--- src/rtl/wc_pkg.sv ---
// -----------------------------------------------------------------------------
// wc_pkg
//   Shared definitions for the Hamming-weight classifier:
//   - clog2()    : elaboration-time ceil(log2(value)), used for derived widths.
//   - wc_mode_e  : named mode encodings for the 7-bit configuration, where
//                  popcount(count) selects the class:
//                    MODE_ZERO {0}, MODE_POW2 {1,2,4}, MODE_W2 {3,5,6}, MODE_W3 {7}.
//   - sat_inc()  : saturating increment on a 64-bit carrier. Callers
//                  zero-extend their counter and cast the result back.
// -----------------------------------------------------------------------------
package wc_pkg;

  // Returns ceil(log2(value)). Returns 0 for value <= 1.
  // The loop bound is fixed, so this also serves as a constant function.
  function automatic int clog2(input int unsigned value);
    int result;
    result = 0;
    for (int i = 0; i < 32; i++) begin
      if ((64'd1 << i) < 64'(value)) result = i + 1;
    end
    return result;
  endfunction

  // Mode encodings for WIDTH=7. Other widths use raw mode values.
  typedef enum logic [1:0] {
    MODE_ZERO = 2'd0,
    MODE_POW2 = 2'd1,
    MODE_W2   = 2'd2,
    MODE_W3   = 2'd3
  } wc_mode_e;

  // Counters up to 64 bits wide can share this helper.
  localparam int SAT_CARRIER_W = 64;

  // Adds one unless the value has already reached max_value.
  function automatic logic [SAT_CARRIER_W-1:0] sat_inc(
    input logic [SAT_CARRIER_W-1:0] value,
    input logic [SAT_CARRIER_W-1:0] max_value
  );
    return (value >= max_value) ? max_value : value + 64'd1;
  endfunction

endpackage

--- src/rtl/popcount_tree.sv ---
// -----------------------------------------------------------------------------
// popcount_tree
//   Purely combinational population count, built as a recursive adder tree.
//   The input splits into a low half and a high half. Each half is counted by
//   a smaller instance of this module, and the two counts are added. A 1-bit
//   input is its own count. The tree depth is therefore ceil(log2(W)).
//
// Parameters
//   W      : input width, >= 1
//   OUT_W  : derived, clog2(W+1); just wide enough to hold W
//
// Ports
//   i_data   in  [W-1:0]      word whose set bits are counted
//   o_count  out [OUT_W-1:0]  number of ones in i_data
// -----------------------------------------------------------------------------
module popcount_tree
  import wc_pkg::*;
#(
  parameter  int W     = 7,
  localparam int OUT_W = clog2(W + 1)
) (
  input  logic [W-1:0]     i_data,
  output logic [OUT_W-1:0] o_count
);

  generate
    if (W == 1) begin : g_leaf
      // A single bit is its own count (OUT_W == 1 here).
      assign o_count = i_data;
    end else begin : g_split
      localparam int LO_W  = W / 2;
      localparam int HI_W  = W - LO_W;
      localparam int LO_CW = clog2(LO_W + 1);
      localparam int HI_CW = clog2(HI_W + 1);

      logic [LO_CW-1:0] w_lo_count;
      logic [HI_CW-1:0] w_hi_count;

      popcount_tree #(.W(LO_W)) u_lo (
        .i_data  (i_data[LO_W-1:0]),
        .o_count (w_lo_count)
      );

      popcount_tree #(.W(HI_W)) u_hi (
        .i_data  (i_data[W-1:LO_W]),
        .o_count (w_hi_count)
      );

      // Both partial counts are zero-extended to OUT_W before the add.
      // The sum is at most W, so OUT_W bits cannot overflow.
      assign o_count = OUT_W'(w_lo_count) + OUT_W'(w_hi_count);
    end
  endgenerate

endmodule

--- src/rtl/weight_class_pipe.sv ---
// -----------------------------------------------------------------------------
// weight_class_pipe
//   Two-stage pipelined Hamming-weight classifier with valid/ready flow
//   control and delivery statistics.
//
//   Stage 1 registers popcount(in_data) together with in_mode.
//   Stage 2 registers that count and a match flag:
//       match = (popcount(count) == mode)
//   Both stages advance together whenever the output register is empty or
//   being drained. This makes the pipe a strict FIFO that never drops or
//   duplicates a word.
//
// Parameters
//   WIDTH   : input word width, >= 1
//   STAT_W  : statistics counter width, >= 2 (saturating counters)
//   CNT_W   : derived, clog2(WIDTH+1)  - popcount width
//   MODE_W  : derived, clog2(CNT_W+1)  - mode select width
//
// Ports
//   clk         in   rising-edge clock
//   rst_n       in   asynchronous assert, active-low reset
//   in_valid    in   in_data / in_mode valid
//   in_ready    out  word accepted this cycle (independent of in_valid)
//   in_data     in   [WIDTH-1:0]   word to classify
//   in_mode     in   [MODE_W-1:0]  class select, sampled with in_data
//   out_valid   out  result valid
//   out_ready   in   sink accepts the result
//   out_count   out  [CNT_W-1:0]   number of ones in the word
//   out_match   out  popcount(out_count) == mode
//   stat_clr    in   synchronous clear of both statistics counters
//   stat_total  out  [STAT_W-1:0]  results delivered (saturating)
//   stat_match  out  [STAT_W-1:0]  delivered results with out_match=1 (saturating)
// -----------------------------------------------------------------------------
module weight_class_pipe
  import wc_pkg::*;
#(
  parameter  int WIDTH  = 7,
  parameter  int STAT_W = 16,
  localparam int CNT_W  = clog2(WIDTH + 1),
  localparam int MODE_W = clog2(CNT_W + 1)
) (
  input  logic              clk,
  input  logic              rst_n,

  input  logic              in_valid,
  output logic              in_ready,
  input  logic [WIDTH-1:0]  in_data,
  input  logic [MODE_W-1:0] in_mode,

  output logic              out_valid,
  input  logic              out_ready,
  output logic [CNT_W-1:0]  out_count,
  output logic              out_match,

  input  logic              stat_clr,
  output logic [STAT_W-1:0] stat_total,
  output logic [STAT_W-1:0] stat_match
);

  // All-ones value of a STAT_W counter, on the 64-bit carrier used by sat_inc.
  // For STAT_W == 64 the shift yields 0, and 0 - 1 is still all ones.
  localparam logic [SAT_CARRIER_W-1:0] STAT_MAX =
    (64'd1 << STAT_W) - 64'd1;

  // ---------------------------------------------------------------------------
  // Stage registers
  // ---------------------------------------------------------------------------
  logic              r_s1_valid;
  logic [CNT_W-1:0]  r_s1_count;
  logic [MODE_W-1:0] r_s1_mode;

  logic              r_s2_valid;
  logic [CNT_W-1:0]  r_s2_count;
  logic              r_s2_match;

  logic [STAT_W-1:0] r_stat_total;
  logic [STAT_W-1:0] r_stat_match;

  // ---------------------------------------------------------------------------
  // Combinational datapath
  // ---------------------------------------------------------------------------
  logic [CNT_W-1:0]  w_in_count;    // popcount of the incoming word
  logic [MODE_W-1:0] w_cnt_weight;  // popcount of the stage-1 count
  logic              w_s1_match;
  logic              w_advance;
  logic              w_out_hs;
  logic [STAT_W-1:0] w_total_inc;
  logic [STAT_W-1:0] w_match_inc;

  popcount_tree #(.W(WIDTH)) u_pc_data (
    .i_data  (in_data),
    .o_count (w_in_count)
  );

  // The weight of the count fits in MODE_W bits, at most CNT_W.
  // A mode value above CNT_W can therefore never compare equal.
  popcount_tree #(.W(CNT_W)) u_pc_count (
    .i_data  (r_s1_count),
    .o_count (w_cnt_weight)
  );

  assign w_s1_match = (w_cnt_weight == r_s1_mode);

  // The pipe moves as a whole when the output slot is empty or being drained.
  // in_ready must not depend on in_valid, so it is exactly this term.
  assign w_advance = !r_s2_valid || out_ready;
  assign in_ready  = w_advance;

  assign w_out_hs  = r_s2_valid && out_ready;

  // Saturating increments, computed on the wide carrier and narrowed back.
  assign w_total_inc = STAT_W'(sat_inc(64'(r_stat_total), STAT_MAX));
  assign w_match_inc = STAT_W'(sat_inc(64'(r_stat_match), STAT_MAX));

  // ---------------------------------------------------------------------------
  // Pipeline stages
  // ---------------------------------------------------------------------------
  // NOTE: every register here is written with non-blocking assignments.
  // Stage 2 then reads the pre-edge stage-1 value, and the two stages shift
  // in one edge instead of stage 1 falling straight through into stage 2.
  always_ff @(posedge clk or negedge rst_n) begin
    if (!rst_n) begin
      // NOTE: the data fields are reset along with the valid bits because
      // out_count and out_match are visible outputs with defined reset values.
      // These are plain flops, not a memory array, so resetting them is cheap.
      r_s1_valid <= 1'b0;
      r_s1_count <= '0;
      r_s1_mode  <= '0;
      r_s2_valid <= 1'b0;
      r_s2_count <= '0;
      r_s2_match <= 1'b0;
    end else if (w_advance) begin
      // Stage 1 takes whatever is on the input. A cycle with in_valid low
      // simply inserts a bubble.
      r_s1_valid <= in_valid;
      r_s1_count <= w_in_count;
      r_s1_mode  <= in_mode;
      r_s2_valid <= r_s1_valid;
      r_s2_count <= r_s1_count;
      r_s2_match <= w_s1_match;
    end
    // With no advance, both stages hold. The output therefore stays stable
    // while the sink is stalling.
  end

  // ---------------------------------------------------------------------------
  // Statistics
  // ---------------------------------------------------------------------------
  // A clear has priority over a handshake in the same cycle. The delivered
  // result is then not counted.
  always_ff @(posedge clk or negedge rst_n) begin
    if (!rst_n) begin
      r_stat_total <= '0;
      r_stat_match <= '0;
    end else if (stat_clr) begin
      r_stat_total <= '0;
      r_stat_match <= '0;
    end else if (w_out_hs) begin
      r_stat_total <= w_total_inc;
      if (r_s2_match) r_stat_match <= w_match_inc;
    end
  end

  // ---------------------------------------------------------------------------
  // Outputs
  // ---------------------------------------------------------------------------
  assign out_valid  = r_s2_valid;
  assign out_count  = r_s2_count;
  assign out_match  = r_s2_match;
  assign stat_total = r_stat_total;
  assign stat_match = r_stat_match;

endmodule

--- config.mk ---
export PLATFORM = sky130hd
export DESIGN_NAME = weight_class_pipe
export DESIGN_NICKNAME = d
export VERILOG_FILES = /design/src/rtl/wc_pkg.sv /design/src/rtl/popcount_tree.sv /design/src/rtl/weight_class_pipe.sv
export SDC_FILE = /design/constraint.sdc
export NUM_CORES = 1
export LEC_CHECK = 0
export ABC_AREA = 1
export BUFFER_PORTS_ARGS = -buffer_cell sky130_fd_sc_hd__buf_4
export CAP_MARGIN = 10
export CORE_MARGIN = 2
export CORE_UTILIZATION = 45
export DETAILED_ROUTE_END_ITERATION = 10
export PLACE_DENSITY_LB_ADDON = 0.2
export SLEW_MARGIN = 20
export SYNTH_ARGS = -nofsm -noshare
export SYNTH_HDL_FRONTEND = slang
export SYNTH_SLANG_ARGS = --single-unit
--- constraint.sdc ---
create_clock -name clk -period 3.8 [get_ports clk]
set_input_delay 0.38 -clock clk [delete_from_list [all_inputs] [get_ports clk]]
set_output_delay 0.38 -clock clk [all_outputs]
set_load 0.1 [all_outputs]
==> impl_summary.log, run 1 <==
[metrics] Sink Count: 43
[metrics] critical path data arrival time: roughly 2.5 ns
[metrics] Achievable Freq: 0.433 GHz
[metrics] YS warnings: 0
[metrics] worst slew margin relative to its limit: 27.5%
[metrics] post-synthesis register bit count: 43
[metrics] setup-violating endpoint count in the final report: 0
[metrics] total of max-cap violations: 0
[metrics] via count: roughly 2,400
[metrics] total negative slack: 0 ns
[metrics] Mean Syn Cell Area: around 7.4 um2
[metrics] area of the mapped netlist: about 2700 um2
[metrics] diode insertion count for antenna repair: 0
[metrics] share of cells above drive strength 1: 19.8%
[metrics] list of most frequent post-synthesis cells: sky130_fd_sc_hd__nand2_1 (134), sky130_fd_sc_hd__inv_1 (48), sky130_fd_sc_hd__dfrtp_1 (43)
[metrics] type of the tightest min-delay check: in -> async
[metrics] total power after layout: 0.00116 W
[metrics] Final Net Count: 440
[metrics] critical register-to-register path endpoint: stat_total[6]$_DFFE_PN0P_
[metrics] number of placement rows: 28
[metrics] number of antenna violations at the first check in global routing: 0
[metrics] core area: ~5900 um2
[metrics] RSZ-0062 raised after global routing: no
[metrics] Worst Setup SP: in_data[0]
[metrics] most frequent cell after synthesis: sky130_fd_sc_hd__nand2_1
[metrics] via count of the first global-routing pass: ~2,200
[metrics] wire length per cell: 11.9 um
[metrics] part of the Yosys area used for sequential elements: 39.7%
[metrics] element type at the critical path start: input pin
[metrics] overall die width: ~82 um
[metrics] slew of the pin with the lowest slew margin: 1.08 ns
[metrics] Crit Path Category: in -> reg
[metrics] initial standard-cell utilization of the core: a little under half
[metrics] run status: finished, final reports clean
[metrics] total I/O pin count: 52
[metrics] R2R cell count: 5
[metrics] post-synthesis async set-or-reset flop share: 100%
[metrics] largest vdd supply drop: roughly 0.34 mV
[metrics] count of buffers added by post-CTS timing repair for setup: 0
[metrics] shortest period the worst path allows: roughly 2.3 ns
[metrics] number of hold buffers added after cts: 0
[metrics] Global Route met1 Usage: between 20% and 30%
[metrics] static power due to leakage: ~1.8 nW
[metrics] cells taking the most area after synthesis: sky130_fd_sc_hd__dfrtp_1 (40%), sky130_fd_sc_hd__nand2_1 (19%), sky130_fd_sc_hd__inv_1 (6.6%)
[metrics] routing usage on met3: under 10%
[metrics] met2 routing resource usage after global routing: a little under a third
[metrics] gate count of the mapped netlist: approximately 370
[metrics] residual antenna-violating net count after detailed routing: 0
[metrics] synthesized net count: 389
[metrics] Final HPWL DP: between 4000 and 5000 um
[metrics] DR DRC count: 0
[metrics] clock buffers created by TritonCTS: 5
[metrics] starting DRC count in detailed routing: around 90
[metrics] top cell type's share of synthesized area: 39.7%
[metrics] largest net degree at the start of global routing: 44
[metrics] Final Routed Wirelength: a little under 6000 um
[metrics] mean number of vias per cell: around 5
[metrics] maximum root-to-sink buffer count: 2
[metrics] setup skew after layout: between 0.009 and 0.01 ns
[metrics] storage element area: between 1000 and 1500 um2
[metrics] setup slack of the worst register-to-register path: 1.99 ns
[metrics] Area Overhead vs Synth: 18.9%
[metrics] clock-pin transition on the worst setup and hold timing paths: roughly 0.090 ns
[metrics] number of cells upsized or downsized after cts: 0
[metrics] number of failing hold endpoints at the final stage: 0
[metrics] global router's overall resource usage: between 10% and 20%
[metrics] number of enable-type register cells in the synthesized netlist: 0
[metrics] layer carrying the most global-route usage: met2
[metrics] final weighted congestion in routability-driven placement: between 0.8 and 0.9
[metrics] Port Buffer Count: between 50 and 60
[metrics] number of fill cells in the layout: around 580
[metrics] Critical Path Sink Type: flip-flop
[metrics] Die ar.: roughly 6700 um2
[metrics] clock insertion delay at the later pin of the skew report: around 0.30 ns
[metrics] Die Ht: 81.6 um
[metrics] top fanout value on the critical path: 1
[metrics] period utilisation layout: 60.8%
[metrics] worst reg2reg path startpoint: out_valid$_DFFE_PN0P_
[metrics] required time worst endpoint: approximately 4.0 ns
[metrics] multi-input gate area in the final layout: roughly 1400 um2
[metrics] clock tree from TritonCTS: built
[metrics] Max Slew Vio Count: 0
[metrics] Overflow after GRT: 0
[metrics] most area-hungry cell type in the Yosys netlist: sky130_fd_sc_hd__dfrtp_1
[metrics] first-pass GRT wire length: ~10000 um
[metrics] Clk Tree Root Cell: sky130_fd_sc_hd__clkbuf_8
[metrics] Pwr Density: between 300 and 400 nW/um2
[metrics] CTS H-Tree Depth: 2
[metrics] First-pass DRT Iterations: 4
[metrics] count of unique library cells instantiated by Yosys: 29
[metrics] Post-synth top flop: sky130_fd_sc_hd__dfrtp_1
## state kept, by name, summed over array words and instances, names as in the netlist
| register | flops |
|---|---|
| r_s1_valid | 1 |
| r_s1_count | 3 |
| out_count | 3 |
| out_valid | 1 |
| stat_total | 16 |
| r_s1_mode | 2 |
| out_match | 1 |
| stat_match | 16 |
## worst max-delay path, cell delays in order
cell                      delay, ns
sky130_fd_sc_hd__buf_4         0.08
sky130_fd_sc_hd__inv_1         0.05
sky130_fd_sc_hd__fa_1          0.48
sky130_fd_sc_hd__fa_1          0.49
sky130_fd_sc_hd__inv_1         0.05
sky130_fd_sc_hd__fa_1          0.37
sky130_fd_sc_hd__fa_1          0.43
sky130_fd_sc_hd__nand2_1       0.07
sky130_fd_sc_hd__o21ai_0       0.08
## metal layers
layer / vias up / wire length [um]
met3: 5 / 295
met1: 1125 / 2750
li1: 1240 / -
met4: 0 / 63
met5: - / 0
met2: 58 / 2750
## how the worst max path moves through the flow
stage                                      to  slack, ns
floorplan                            in_ready       1.25
global placement    r_s1_count[1]$_DFFE_PN0P_       1.20
detailed placement  r_s1_count[1]$_DFFE_PN0P_       1.17
CTS                 r_s1_count[1]$_DFFE_PN0P_       1.49
global route        r_s1_count[1]$_DFFE_PN0P_       1.35
finish              r_s1_count[1]$_DFFE_PN0P_       1.49
## layout make-up
type                            instances  share of cell area [%]
Clock buffer                            6                    2.56
Clock inverter                          1                   0.155
Inverter                               53                    6.17
Multi-Input combinational cell        265                    43.0
Sequential cell                        43                    33.4
Tap cell                               75                    2.91
Timing Repair Buffer                   51                    11.9
## power breakdown
part | internal [W] | total, W | switching [W]
clock network | 0.000143 | 0.000306 | 0.000163
registers | 0.000492 | 0.000517 | 0.0000254
logic | 0.0000794 | 0.000333 | 0.000253
## placed cells by master (no fill, tap or decap), types with 3 or more instances in the layout
cell,instances
sky130_fd_sc_hd__nand3_1,29
sky130_fd_sc_hd__nor2_1,23
sky130_fd_sc_hd__xor2_1,14
sky130_fd_sc_hd__nor2_2,3
sky130_fd_sc_hd__inv_1,48
sky130_fd_sc_hd__fa_1,5
sky130_fd_sc_hd__o21ai_1,4
sky130_fd_sc_hd__nand2_2,4
sky130_fd_sc_hd__inv_2,5
sky130_fd_sc_hd__clkbuf_8,6
sky130_fd_sc_hd__dfrtp_1,43
sky130_fd_sc_hd__nand4_1,6
sky130_fd_sc_hd__nand2_1,134
sky130_fd_sc_hd__a21oi_1,3
sky130_fd_sc_hd__buf_4,51
sky130_fd_sc_hd__o21ai_0,19
sky130_fd_sc_hd__nor2_4,4
## per-stage QoR
| step | worst slack, ns | util, % | std cells | hold WS (ns) | area (um2) |
|---|---|---|---|---|---|
| 2_1_floorplan | 1.25 | - | 368 | 0.0844 | 2710 |
| 3_3_place_gp | 1.20 | 53.3 | 487 | 0.408 | 3140 |
| 3_5_place_dp | 1.17 | 53.3 | 487 | 0.412 | 3140 |
| 4_1_cts | 1.49 | 54.8 | 494 | 0.0801 | 3230 |
| 5_1_grt | 1.35 | 54.8 | 494 | 0.109 | 3230 |
| 6_report | 1.49 | 54.8 | 494 | 0.0567 | 3230 |
## logic make-up (layout without fill, tap and decap cells)
group,count (synthesis),count (layout),share of synthesized area (%)
buf+inv,60,111,9.22
xor+xnor,14,14,4.52
compound gates,31,31,6.27
fa+ha+maj,7,7,4.61
flops,43,43,39.7
mux,2,2,0.830
simple gates,211,211,34.9
(Power assumes the default switching activity.)
==> run 2, diff against run 1 <==
--- a/config.mk
+++ b/config.mk
@@ -5,7 +5,7 @@
 export SDC_FILE = /design/constraint.sdc
 export NUM_CORES = 1
 export LEC_CHECK = 0
-export ABC_AREA = 1
+export ABC_AREA = 0
 export BUFFER_PORTS_ARGS = -buffer_cell sky130_fd_sc_hd__buf_4
 export CAP_MARGIN = 10
 export CORE_MARGIN = 2
==> constraint.sdc (replaced) <==
create_clock -name clk -period 2.3 [get_ports clk]
set_input_delay 0.23 -clock clk [delete_from_list [all_inputs] [get_ports clk]]
set_output_delay 0.23 -clock clk [all_outputs]
set_load 0.1 [all_outputs]
==> run 2 against run 1 <==
  * Via count fell by 21%
  * Worst hold slack improved by 0.11 ns
  * Die area fell by 16%
  * Routed wire length fell by 17%
  * Synthesized area fell by 17%
  * Flip-flop and latch count did not move
  * Utilization rose by 4.7 points
  * Critical path depth did not move
  * Global-route usage fell by 0.21 points
  * First-iteration DRC count rose by 84%
  * Sequential share of layout area rose by 4.8 points
  * Clock power rose by 100%
  * Largest power group unchanged
  * Highest routed layer unchanged
==> impl_summary.log, run 2 <==
[metrics] synthesized net count: ~240
[metrics] run status: finished, final reports clean
[metrics] Final HPWL DP: 3440 um
[metrics] most frequent cell after synthesis: sky130_fd_sc_hd__dfrtp_1
[metrics] Pwr Density: between 700 and 800 nW/um2
[metrics] storage element area: about 1100 um2
[metrics] top cell type's share of synthesized area: between 40% and 50%
[metrics] Max Slew Vio Count: 0
[metrics] CTS H-Tree Depth: 2
[metrics] area fraction in and, or, nand and nor cells after synthesis: 20.1%
[metrics] synthesized-area fraction occupied by ao, oa, aoi and oai cells: 18.9%
[metrics] list of most frequent post-synthesis cells: sky130_fd_sc_hd__dfrtp_1 (43), sky130_fd_sc_hd__inv_1 (16), sky130_fd_sc_hd__a31oi_1 (15)
[metrics] share of synthesized cell area in full adder, half adder and majority cells: under 10%
[metrics] share of cells above drive strength 1: a little under a third
[metrics] Overflow after GRT: 0
[metrics] total negative slack: 0 ns
[metrics] part of the Yosys area used for sequential elements: ~48%
[metrics] Post-synth top flop: sky130_fd_sc_hd__dfrtp_1
[metrics] gate count of the mapped netlist: approximately 220
[metrics] static power due to leakage: between 1 and 1.5 nW
[metrics] initial standard-cell utilization of the core: 47.0%
[metrics] number of cells upsized or downsized after cts: 0
[metrics] Achievable Freq: ~0.47 GHz
[metrics] count of buffers added by post-CTS timing repair for setup: 0
[metrics] Area Overhead vs Synth: 26.5%
[metrics] commonest non-fill, non-tap cell in the layout: sky130_fd_sc_hd__buf_4
[metrics] total I/O pin count: 52
[metrics] residual antenna-violating net count after detailed routing: 0
[metrics] number of placement rows: 25
[metrics] critical path data arrival time: 2.29 ns
[metrics] core area: 4790 um2
[metrics] First-pass DRT Iterations: 4
[metrics] top fanout value on the critical path: 1
[metrics] worst slew margin relative to its limit: 58.1%
[metrics] post-synthesis register bit count: 43
[metrics] area of the mapped netlist: 2250 um2
[metrics] Mean Syn Cell Area: 10.3 um2
[metrics] final weighted congestion in routability-driven placement: around 0.84
[metrics] starting DRC count in detailed routing: approximately 160
[metrics] Die ar.: roughly 5600 um2
[metrics] period utilisation layout: 92.4%
[metrics] dominant combinational cell family by area after synthesis: simple AND/OR/NAND/NOR gates
[metrics] clock insertion delay at the later pin of the skew report: about 0.29 ns
[metrics] RSZ-0062 raised after global routing: no
[metrics] slew of the pin with the lowest slew margin: just over 0.6 ns
[metrics] wire length per cell: ~14 um
[metrics] DR DRC count: 0
[metrics] number of antenna violations at the first check in global routing: 0
[metrics] number of failing hold endpoints at the final stage: 0
[metrics] largest net degree at the start of global routing: 44
[metrics] overall die width: 74.7 um
[metrics] mux share of post-synthesis cell area: around 3.0%
[metrics] total of max-cap violations: 0
[metrics] Clk Tree Root Cell: sky130_fd_sc_hd__clkbuf_8
[metrics] number of fill cells in the layout: 440
[metrics] post-synthesis async set-or-reset flop share: between 90% and 100%
[metrics] setup skew after layout: around 0.008 ns
[metrics] maximum root-to-sink buffer count: 2
[metrics] Sink Count: 43
[metrics] count of unique library cells instantiated by Yosys: 33
[metrics] number of enable-type register cells in the synthesized netlist: 0
[metrics] mean number of vias per cell: roughly 5.7
[metrics] shortest period the worst path allows: about 2.1 ns
[metrics] global router's overall resource usage: a little under a fifth
[metrics] Final Net Count: just under 300
[metrics] clock tree from TritonCTS: built
[metrics] smallest hold slack: between 0.15 and 0.2 ns
[metrics] first-pass GRT wire length: between 8000 and 9000 um
[metrics] Final Routed Wirelength: 4870 um
[metrics] clock buffers created by TritonCTS: 5
[metrics] Crit Path Category: in -> reg
[metrics] Critical Path Sink Type: flip-flop
[metrics] total power after layout: 0.00208 W
[metrics] via count of the first global-routing pass: about 1,700
[metrics] largest vdd supply drop: between 0.4 and 0.5 mV
[metrics] commonest non-fill, non-tap cells in the layout: sky130_fd_sc_hd__buf_4 (53), sky130_fd_sc_hd__dfrtp_1 (35), sky130_fd_sc_hd__inv_1 (16)
[metrics] number of hold buffers added after cts: 1
[metrics] diode insertion count for antenna repair: 0
[metrics] multi-input gate area in the final layout: approximately 1100 um2
[metrics] Port Buffer Count: between 50 and 60
[metrics] YS warnings: 0
[metrics] Synth Area in XOR/XNOR: less than 1%
[metrics] most area-hungry cell type in the Yosys netlist: sky130_fd_sc_hd__dfrtp_1
[metrics] cells taking the most area after synthesis: sky130_fd_sc_hd__dfrtp_1 (48%), sky130_fd_sc_hd__fa_1 (4.4%), sky130_fd_sc_hd__a31oi_1 (4.2%)
[metrics] type of the tightest min-delay check: in -> reg
[metrics] required time worst endpoint: about 2.5 ns
[metrics] Die Ht: about 75 um
[metrics] via count: ~1,900
[metrics] clock-pin transition on the worst setup and hold timing paths: roughly 0.080 ns
[metrics] element type at the critical path start: input pin
[metrics] setup-violating endpoint count in the final report: 0
run 2: cell count changes after synthesis, moves of 7 or more:
cell                       previous run  this run
sky130_fd_sc_hd__and4_1               0         7
sky130_fd_sc_hd__nor2_1              23        13
sky130_fd_sc_hd__a211oi_1             0        11
sky130_fd_sc_hd__o21bai_1             0         7
sky130_fd_sc_hd__nor3_1               2         9
sky130_fd_sc_hd__nand2_1            134         9
sky130_fd_sc_hd__nand3_1             29         5
sky130_fd_sc_hd__xor2_1              14         2
sky130_fd_sc_hd__a311oi_1             0        10
sky130_fd_sc_hd__inv_1               48        16
sky130_fd_sc_hd__a31oi_1              0        15
sky130_fd_sc_hd__o21ai_0             19         4
run 2: worst paths after layout:
kind | from | endpoint | slack (ns) | depth (start not counted)
max in group asynchronous | rst_n | stat_match[1]$_DFFE_PN0P_ | 1.44 | 2
hold / removal | in_mode[0] | r_s1_mode[0]$_DFFE_PN0P_ | 0.16 | 2
setup / recovery | in_data[3] | r_s1_count[1]$_DFFE_PN0P_ | 0.17 | 9
setup reg to reg | stat_match[0]$_DFFE_PN0P_ | stat_match[10]$_DFFE_PN0P_ | 0.36 | 5
min in group asynchronous | rst_n | stat_match[11]$_DFFE_PN0P_ | 0.46 | 2
hold reg to reg | r_s1_valid$_DFFE_PN0P_ | out_valid$_DFFE_PN0P_ | 0.47 | 1
run 2: per-stage QoR:
| stage | area [um2] | setup WS (ns) | instances | utilization (%) |
|---|---|---|---|---|
| 6_report | 2850 | 0.175 | 340 | 59.5 |
| 5_1_grt | 2850 | 0.0916 | 340 | 59.5 |
| 4_1_cts | 2850 | 0.172 | 340 | 59.5 |
| 3_5_place_dp | 2720 | -0.147 | 331 | 56.8 |
| 3_3_place_gp | 2720 | -0.0903 | 331 | 56.8 |
| 2_1_floorplan | 2260 | 0.00734 | 218 | - |
run 2: cells by family (layout without fill, tap and decap cells):
logic type,after synthesis,count (layout)
buf+inv,23,78
flops,43,43
fa+ha+maj,7,7
compound gates,61,61
xor+xnor,2,2
simple gates,76,76
mux,6,6
run 2: critical path, stage by stage:
cell and delay, ns:
sky130_fd_sc_hd__buf_4 0.08, sky130_fd_sc_hd__inv_1 0.05, sky130_fd_sc_hd__fa_1 0.49, sky130_fd_sc_hd__fa_1 0.49
sky130_fd_sc_hd__inv_1 0.05, sky130_fd_sc_hd__fa_2 0.33, sky130_fd_sc_hd__fa_1 0.44, sky130_fd_sc_hd__nand2_1 0.07
sky130_fd_sc_hd__o21ai_1 0.08
run 2: where the power goes:
part           internal (W)  switching, W
sequential         0.000817     0.0000452
combinational      0.000155      0.000446
clock              0.000352      0.000261
run 2: cell type report:
class / count / area share, %
well taps: 67 / 2.95
flip-flops and latches: 43 / 38.2
repair buffers: 54 / 14.3
clock inverters: 2 / 1.23
multi-input cells: 152 / 38.3
inverters: 16 / 2.11
clock buffers: 6 / 2.90
run 2: layer usage:
layer	up-vias	global-route usage (%)	part of all wire [%]
met2	43	29.8	47
met1	941	25.7	48
met4	0	5.95	0.82
li1	939	-	-
met5	-	0	0
met3	5	4.28	4.1
==> run 3, diff against run 2 <==
--- a/config.mk
+++ b/config.mk
@@ -12,6 +12,7 @@
 export CORE_UTILIZATION = 45
 export DETAILED_ROUTE_END_ITERATION = 10
 export PLACE_DENSITY_LB_ADDON = 0.2
+export REMOVE_ABC_BUFFERS = 1
 export SLEW_MARGIN = 20
 export SYNTH_ARGS = -nofsm -noshare
 export SYNTH_HDL_FRONTEND = slang
==> constraint.sdc (replaced) <==
create_clock -name clk -period 1.9 [get_ports clk]
set_input_delay 0.19 -clock clk [delete_from_list [all_inputs] [get_ports clk]]
set_output_delay 0.19 -clock clk [all_outputs]
set_load 0.1 [all_outputs]
==> run 3 against run 2 <==
  * The run now ends with negative setup slack left
  * Routed wire length up 7.2%
  * Count of clock-buffer cells in the layout unchanged
  * Utilization up 2.4 points
  * Largest cell class unchanged
  * Largest power group unchanged
==> impl_summary.log, run 3 (synthesis results as in run 2) <==
[metrics] clock tree from TritonCTS: built
[metrics] maximum root-to-sink buffer count: 2
[metrics] clock buffers created by TritonCTS: 5
[metrics] R2R cell count: 5
[metrics] largest vdd supply drop: between 0.5 and 0.6 mV
[metrics] setup slack of the worst register-to-register path: 0.13 ns
[metrics] mean number of vias per cell: ~5.7
[metrics] number of fill cells in the layout: 410
[metrics] First-pass DRT Iterations: 6
[metrics] DR DRC count: 0
[metrics] max incr delay on CP: around 0.54 ns
[metrics] critical-path cell with the highest stage delay: sky130_fd_sc_hd__fa_2
[metrics] Die ar.: 5580 um2
[metrics] slew of the pin with the lowest slew margin: 0.534 ns
[metrics] met2 routing resource usage after global routing: between 30 and 40%
[metrics] RSZ-0062 raised after global routing: yes
[metrics] required time worst endpoint: roughly 2.1 ns
[metrics] top fanout value on the critical path: 1
[metrics] Die Ht: ~75 um
[metrics] static power due to leakage: between 1 and 1.5 nW
[metrics] via count: between 2,000 and 2,500
[metrics] shortest period the worst path allows: ~2.1 ns
[metrics] number of failing hold endpoints at the final stage: 0
[metrics] CTS H-Tree Depth: 2
[metrics] wire length per cell: 14.7 um
[metrics] worst-path cell chain: buf_6, inv_2, fa_1, fa_1, inv_1, fa_2, fa_2, nand2_2, o21ai_2
[metrics] share of cells above drive strength 1: ~35%
[metrics] storage element area: 1080 um2
[metrics] largest net degree at the start of global routing: 44
[metrics] Pwr Density: approximately 810 nW/um2
[metrics] core area: between 4000 and 5000 um2
[metrics] worst slew margin relative to its limit: between 60 and 70%
[metrics] failing checks: negative setup slack
[metrics] first-pass GRT wire length: ~9000 um
[metrics] Clk Tree Root Cell: sky130_fd_sc_hd__clkbuf_8
[metrics] number of placement rows: 25
[metrics] starting DRC count in detailed routing: 144
[metrics] worst min-delay path startpoint: in_mode[1]
[metrics] Achievable Freq: approximately 0.49 GHz
[metrics] clock insertion delay at the later pin of the skew report: between 0.2 and 0.3 ns
[metrics] element type at the critical path start: input pin
[metrics] Final Net Count: a little over 300
[metrics] critical path data arrival time: ~2.3 ns
[metrics] setup-violating endpoint count in the final report: 2
[metrics] total negative slack: -0.168 ns
[metrics] Area Overhead vs Synth: 31.6%
[metrics] commonest non-fill, non-tap cells in the layout: sky130_fd_sc_hd__buf_4 (68), sky130_fd_sc_hd__dfrtp_1 (42), sky130_fd_sc_hd__a31oi_1 (15)
[metrics] Crit Path Category: in -> reg
[metrics] cell depth of the worst setup path: 9
[metrics] period utilisation layout: 108%
[metrics] Overflow after GRT: 0
[metrics] Port Buffer Count: 51
[metrics] diode insertion count for antenna repair: 0
[metrics] Worst Setup SP: in_data[3]
[metrics] layer carrying the most global-route usage: met2
[metrics] Final HPWL DP: about 3800 um
[metrics] Critical Path Sink Type: flip-flop
[metrics] clock-pin transition on the worst setup and hold timing paths: about 0.07 ns
[metrics] overall die width: ~75 um
[metrics] Sink Count: 43
[metrics] share of the core filled with cells in the final layout: between 60% and 70%
[metrics] type of the tightest min-delay check: in -> reg
[metrics] critical register-to-register path endpoint: stat_match[10]$_DFFE_PN0P_
[metrics] count of buffers added by post-CTS timing repair for setup: 0
[metrics] Max Slew Vio Count: 0
[metrics] Final Routed Wirelength: about 5200 um
[metrics] count of buffering cells on the critical path with inverters included: 3
[metrics] initial standard-cell utilization of the core: a little under half
[metrics] total of max-cap violations: 0
[metrics] residual antenna-violating net count after detailed routing: 0
[metrics] Global Route met1 Usage: around 28%
[metrics] routing usage on met3: 4.69%
[metrics] multi-input gate area in the final layout: 1110 um2
[metrics] run status: finished with violations
[metrics] commonest non-fill, non-tap cell in the layout: sky130_fd_sc_hd__buf_4
[metrics] kind of cell with the highest combined delay on the critical path: adder cells
[metrics] setup skew after layout: 0.00554 ns
[metrics] worst setup path end: r_s1_count[1]$_DFFE_PN0P_
[metrics] total I/O pin count: between 50 and 60
[metrics] worst reg2reg path startpoint: stat_match[1]$_DFFE_PN0P_
[metrics] global router's overall resource usage: between 20% and 30%
[metrics] PnR worst setup slack: -0.154 ns
[metrics] final weighted congestion in routability-driven placement: around 0.8
[metrics] number of antenna violations at the first check in global routing: 0
[metrics] via count of the first global-routing pass: about 1,900
## run 3: cell types whose count changed in the layout (fill, tap and decap cells not counted), sizes merged
cell / delta
buf: +17
bufinv: -1
## run 3: power by group
part	switching, W	internal (W)
logic	0.000567	0.000216
clock network	0.000295	0.000285
registers	0.0000482	0.000987
total	0.000910	0.00149
## run 3: repair_timing
| item | in CTS | in global routing |
|---|---|---|
| resized for setup | 9 | 5 |
| hold endpoints to repair | 43 | 0 |
| endpoints found under the setup margin | 2 | 4 |
| pin swaps | 1 | 0 |
| hold buffers | 1 | 0 |
| gates cloned | 0 | 0 |
## run 3: metal layers
layer,part of all wire [%],up-vias
li1,-,974
met3,4.7,4
met4,0.84,0
met2,50,44
met5,0,-
met1,45,1002
## run 3: through the flow
step / setup WS, ns / std cells / total power, W / cell area [um2] / hold slack (ns)
CTS: -0.151 / 356 / 0.00242 / 2940 / 0.128
global route: -0.229 / 356 / 0.00253 / 2960 / 0.129
global placement: -0.467 / 348 / 0.00180 / 2830 / 0.223
floorplan: -0.777 / 211 / 0.00160 / 2220 / -0.106
detailed placement: -0.515 / 348 / 0.00182 / 2830 / 0.218
finish: -0.154 / 356 / 0.00240 / 2960 / 0.136
## run 3: worst reg2reg max path, delay by kind of cell, from the launching register on
family,cells,cell delay [ns]
compound gates,1,0.25
fa+ha+maj,1,0.19
flops,1,0.36
simple gates,3,0.88
## run 3: final cells by class
| class | instances | share of cell area, % |
|---|---|---|
| Sequential cell | 43 | 36.4 |
| Clock buffer | 6 | 2.79 |
| Inverter | 16 | 2.03 |
| Timing Repair Buffer | 71 | 18.3 |
| Multi-Input combinational cell | 152 | 37.5 |
| Clock inverter | 1 | 0.169 |
| Tap cell | 67 | 2.83 |
## run 3: worst min-delay path by stage
stage / endpoint / slack (ns) / depth (start not counted)
global placement: stat_total[11]$_DFFE_PN0P_ / 0.22 / 1
global route: r_s1_valid$_DFFE_PN0P_ / 0.13 / 2
CTS: r_s1_mode[1]$_DFFE_PN0P_ / 0.13 / 2
floorplan: out_count[0]$_DFFE_PN0P_ / -0.11 / 0
finish: r_s1_mode[1]$_DFFE_PN0P_ / 0.14 / 2
detailed placement: stat_match[15]$_DFFE_PN0P_ / 0.22 / 1
